### src/rtl/esd_input_conditioner.sv
// Input conditioning for the emergency-shutdown controller: synchronise and debounce the E-STOP,
// ACK and kick pins, and latch a fault when the two E-STOP channels disagree for too long.
module esd_input_conditioner #(
    parameter int unsigned PRESS_CYCLES   = 16,
    parameter int unsigned RELEASE_CYCLES = 512,
    parameter int unsigned DISC_CYCLES    = 50000,
    parameter int unsigned CNT_W          = 16
) (
    input  logic clk,
    input  logic rst_n,
    input  logic estop_a_n_in,
    input  logic estop_b_n_in,
    input  logic ack_n_in,
    input  logic wdg_kick_in,
    output logic estop_a,
    output logic estop_b,
    output logic both_released,
    output logic disc_fault,
    output logic shutdown_req,
    output logic ack_pulse,
    output logic kick_pulse
);

    localparam logic [CNT_W-1:0] PressMax   = CNT_W'(PRESS_CYCLES - 1);
    localparam logic [CNT_W-1:0] ReleaseMax = CNT_W'(RELEASE_CYCLES - 1);
    localparam logic [CNT_W-1:0] DiscMax    = CNT_W'(DISC_CYCLES - 1);

    // Bit order for sync and debounce vectors: 0 = E-STOP A, 1 = E-STOP B, 2 = ACK, 3 = kick.
    localparam logic [3:0] SyncRst = 4'b0100;
    localparam logic [2:0] DebRst  = 3'b011;

    typedef enum logic [1:0] {StOk, StDisagree, StFault} disc_state_e;

    logic [3:0]       sync1_q, sync2_q;
    logic             kick_sync3_q;
    logic [2:0]       deb_q, deb_d;
    logic [CNT_W-1:0] cnt_q [3];
    logic [CNT_W-1:0] cnt_d [3];
    logic [CNT_W-1:0] thr_max;
    logic [2:0]       pressed_lvl;
    logic             ack_pulse_q, kick_pulse_q;
    disc_state_e      state_q, state_d;
    logic [CNT_W-1:0] disc_cnt_q, disc_cnt_d;

    always_ff @(posedge clk or negedge rst_n) begin
        if (!rst_n) begin
            sync1_q      <= SyncRst;
            sync2_q      <= SyncRst;
            kick_sync3_q <= 1'b0;
        end else begin
            sync1_q      <= {wdg_kick_in, ack_n_in, estop_b_n_in, estop_a_n_in};
            sync2_q      <= sync1_q;
            kick_sync3_q <= sync2_q[3];
        end
    end

    // Debounced state is held active-high (1 = pressed), so compare against inverted pins.
    assign pressed_lvl = ~sync2_q[2:0];

    always_comb begin
        deb_d   = deb_q;
        thr_max = ReleaseMax;
        for (int i = 0; i < 3; i++) begin
            cnt_d[i] = '0;
            if (pressed_lvl[i] != deb_q[i]) begin
                // Only E-STOP channels use the short threshold, and only towards pressed.
                thr_max = (i != 2 && !deb_q[i]) ? PressMax : ReleaseMax;
                if (cnt_q[i] == thr_max) begin
                    deb_d[i] = ~deb_q[i];
                end else begin
                    cnt_d[i] = cnt_q[i] + 1'b1;
                end
            end
        end
    end

    always_ff @(posedge clk or negedge rst_n) begin
        if (!rst_n) begin
            deb_q        <= DebRst;
            cnt_q        <= '{default: '0};
            ack_pulse_q  <= 1'b0;
            kick_pulse_q <= 1'b0;
        end else begin
            deb_q        <= deb_d;
            cnt_q        <= cnt_d;
            ack_pulse_q  <= deb_d[2] & ~deb_q[2];
            kick_pulse_q <= sync2_q[3] & ~kick_sync3_q;
        end
    end

    assign estop_a       = deb_q[0];
    assign estop_b       = deb_q[1];
    assign both_released = ~deb_q[0] & ~deb_q[1];
    assign ack_pulse     = ack_pulse_q;
    assign kick_pulse    = kick_pulse_q;
    assign shutdown_req  = deb_q[0] | deb_q[1] | disc_fault;

    always_ff @(posedge clk or negedge rst_n) begin
        if (!rst_n) begin
            state_q    <= StOk;
            disc_cnt_q <= '0;
        end else begin
            state_q    <= state_d;
            disc_cnt_q <= disc_cnt_d;
        end
    end

    // Threshold is tested before re-agreement so a fault cannot be dodged on the last cycle.
    always_comb begin
        state_d    = state_q;
        disc_cnt_d = '0;
        unique case (state_q)
            StOk: begin
                if (estop_a != estop_b) state_d = StDisagree;
            end
            StDisagree: begin
                if (disc_cnt_q == DiscMax) begin
                    state_d = StFault;
                end else if (estop_a == estop_b) begin
                    state_d = StOk;
                end else begin
                    disc_cnt_d = disc_cnt_q + 1'b1;
                end
            end
            StFault: begin
                if (both_released && ack_pulse_q) state_d = StOk;
            end
            default: state_d = StOk;
        endcase
    end

    always_comb begin
        disc_fault = (state_q == StFault);
    end

endmodule

### config.mk
export PLATFORM = sky130hd
export DESIGN_NAME = esd_input_conditioner
export DESIGN_NICKNAME = d
export VERILOG_FILES = /design/src/rtl/esd_input_conditioner.sv
export SDC_FILE = /design/constraint.sdc
export NUM_CORES = 1
export LEC_CHECK = 0
export CAP_MARGIN = 25
export CELL_PAD_IN_SITES_DETAIL_PLACEMENT = 1
export CELL_PAD_IN_SITES_GLOBAL_PLACEMENT = 1
export CORE_AREA = 3 3 107 109
export DETAILED_ROUTE_END_ITERATION = 10
export DIE_AREA = 0 0 110 112
export PLACE_DENSITY_LB_ADDON = 0.1
export SETUP_SLACK_MARGIN = 0.2
export SYNTH_ARGS = -nofsm -noshare
export SYNTH_HDL_FRONTEND = slang
export SYNTH_SLANG_ARGS = --single-unit
### constraint.sdc
create_clock -name clk -period 2.5 [get_ports clk]
set_input_delay 0.5 -clock clk [delete_from_list [all_inputs] [get_ports clk]]
set_output_delay 0.5 -clock clk [all_outputs]
set_load 0.005 [all_outputs]
==> impl_metrics.toml, run 1 <==
[cells_and_area]
fin_area_um2 = 4220
final_common_cell = "dfrtp_1"
final.fill_count = 1221
syn2layout_area_growth_pct = 14.6
nNetsFinal = 392
final_cell_mix = "76 x dfrtp_1, 71 x nor2_1, 38 x xnor2_1"
antennaDiodeCount = 0
drive_above_1_share = 0.0829

[power]
power_density_nw_per_um2 = 586
ir_drop_v = 0.000310
p_leak_nw = 1.69

[detailed_routing]
vias = 2600
wl_per_cell_um = 14.7
ant_nets = 0
via_per_inst = 4.94
drt-total-wl_um = 7730
drt-initial-drc-count = 87
drc = 0
firstDrtPassIters = 4

[place]
dp_hpwl_um = 5200
io_buffers = 12
gp_congestion = 0.736
pre_cts_slack_ps = 375
placed_cell_area_um2 = 3990

[clock_tree]
cts_buffers = 9
cts.sinks = 80
worstSkewPairLatency_ps = 370
root_buffer = "clkbuf_8"
ctsHoldBuffers = 0
clk_pin_slew_worst_paths_ps = 80
cts_tree = "done"
htreeDepth = 3
clockBufferDepth = 2

[synth]
synth.avg_cell_area_um2 = 10.3
yosysSeqAreaShare = 0.545
synth_top_area_frac = 0.516
synthArstFlopShare = 1.00
synth_area_um2 = 3680
synth_flop_cell = "dfrtp_1"
yosysTopAreaCell = "dfrtp_1"
synth_warnings = 0
synth_nets = 368
synth_area_leaders = "dfrtp_1 52%, xnor2_1 9.0%, nor2_1 7.2%"
synth_cells = 357
synth_edf_count = 0
ys_ff_latch = 80
yosysUniqueCellTypes = 36

[timing]
setup_viol = 0
fin_skew_ps = 7.80
relSlewSlack = 0.590
grt_setup_unrepaired = "false"
max_clock_freq_ghz = 0.467
tightest_slew_ps = 615
drv_slew = 0
final-hold-violation-count = 0
finalCriticalPeriod_ps = 2140
setup_tns_ps = 0
finalWorstSetupSlack_ps = 357
timing.final.crit_share = 0.857

[worst_setup_path]
path_max_fanout = 9
critPathLaunchType = "flip-flop"
endpoint_kind = "flip-flop"
cp_data_arrival_time_ps = 2400
worstSetupPathType = "reg -> reg"
crit_required_ps = 2760
rr_worst_depth = 5

[global_route]
gr-total-overflow = 0
grt_max_degree = 51
grt_pass1_vias = 2827
grt_pass1_wl_um = 13900
grt_antenna_before_repair = 0
grt_usage = 0.147

[floorplanning]
start_util = 0.344
die_area_um2 = 12300
row_count = 38
die_h_um = 112
die_x_um = 110
core_um2 = 10700
io_pins = 13

[worst_hold_path]
hp-class = "in -> async"

[status]
status = "complete, no violations"

[job]
max_cap_viol_count = 0
[per-stage QoR]
step                power [W]  hold slack, ps  std cells  utilization
finish                0.00247            66.4        526        0.395
global route          0.00260            62.3        526        0.395
detailed placement    0.00144             336        509        0.373
CTS                   0.00253            57.4        525        0.394
floorplan             0.00139             204        357            -
global placement      0.00144             340        509        0.373
[path summary, 6_finish.rpt]
kind / slack, ps / from / to
setup / recovery: 360 / disc_cnt_q[7] / disc_cnt_q[11]
hold / removal: 70 / rst_n / cnt_q[47]
setup reg to reg: 360 / disc_cnt_q[7] / disc_cnt_q[11]
hold reg to reg: 350 / sync1_q[1] / sync2_q[1]
max in group asynchronous: 1760 / rst_n / sync1_q[2]
min in group clk: 350 / sync1_q[1] / sync2_q[1]
[flip-flops by register name, summed over array words and instances, names as in the netlist]
name / flops
cnt_q: 48
disc_cnt_q: 16
sync1_q: 4
sync2_q: 4
deb_q: 3
state_q: 2
ack_pulse: 1
kick_pulse: 1
kick_sync3_q: 1
[repair_timing]
item	CTS	global route
endpoints found under the setup margin	1	1
resized for setup	1	1
buffers inserted	0	1
pin swaps	0	0
endpoints found under the hold margin	0	0
[synthesized netlist by cell type (2+ instances only)]
cell / n
and4_1: 5
nor2_1: 71
o31ai_1: 2
buf_6: 2
nand3_1: 19
clkbuf_1: 2
nand2_1: 20
or4_1: 4
a21oi_1: 2
dfrtp_1: 76
and3_1: 5
or4bb_1: 2
inv_1: 14
xnor2_1: 38
nand4_1: 17
ha_1: 5
nor4_1: 16
dfstp_2: 4
o21ai_0: 3
xor2_1: 19
nor3_1: 15
mux2i_1: 2
[per-layer routing]
layer | part of all wire | vias up | track usage | wire (um)
met5 | 0 | - | 0 | 0
met1 | 0.48 | 1291 | 0.192 | 3740
met4 | 0.016 | 0 | 0.0499 | 127
met2 | 0.46 | 21 | 0.224 | 3560
met3 | 0.039 | 10 | 0.0557 | 302
li1 | - | 1278 | - | -
[power breakdown]
group | total [W] | switching, W | internal, W
registers | 0.00133 | 0.0000178 | 0.00131
logic | 0.0000812 | 0.0000525 | 0.0000286
clock network | 0.00106 | 0.000476 | 0.000584
total | 0.00247 | 0.000546 | 0.00193
[cell type report]
class                   instances  area [um2]  area share
clock inverters                 6        82.6      0.0196
inverters                      14        52.6      0.0124
repair buffers                 18         176      0.0418
flip-flops and latches         80        2010       0.475
clock buffers                  10         138      0.0326
well taps                     140         175      0.0415
multi-input cells             258        1590       0.377
[worst max-delay path, cell delays in order, from the launching register on]
cell and delay (ps):
dfrtp_1 410, or4b_2 670, nor4_1 400, or2_1 290, buf_4 210, nor2_1 60
[kinds of logic (layout without fill, tap and decap cells)]
| family | count (synthesis) | in the layout | synth area share |
|---|---|---|---|
| AO/OA/AOI/OAI | 11 | 11 | 0.0268 |
| XOR/XNOR | 57 | 57 | 0.135 |
| adder cells (fa/ha/maj) | 5 | 5 | 0.0170 |
| buffers and inverters | 19 | 48 | 0.0238 |
| flip-flops | 80 | 80 | 0.545 |
| multiplexers | 2 | 2 | 0.00543 |
| AND/OR/NAND/NOR | 183 | 183 | 0.247 |
Power figures use the tool's default switching activity.
==> inputs of run 2 (changes only) <==
GPL_ROUTABILITY_DRIVEN = 0   (was unset)
==> results of run 2 <==
Same layout as run 1: the final DEF is identical, and so are final timing and power.
==> inputs of run 3 (changes only) <==
CAP_MARGIN = 20   (was 25)
==> results of run 3 <==
Same layout as run 1: the final DEF is identical, and so are final timing and power.
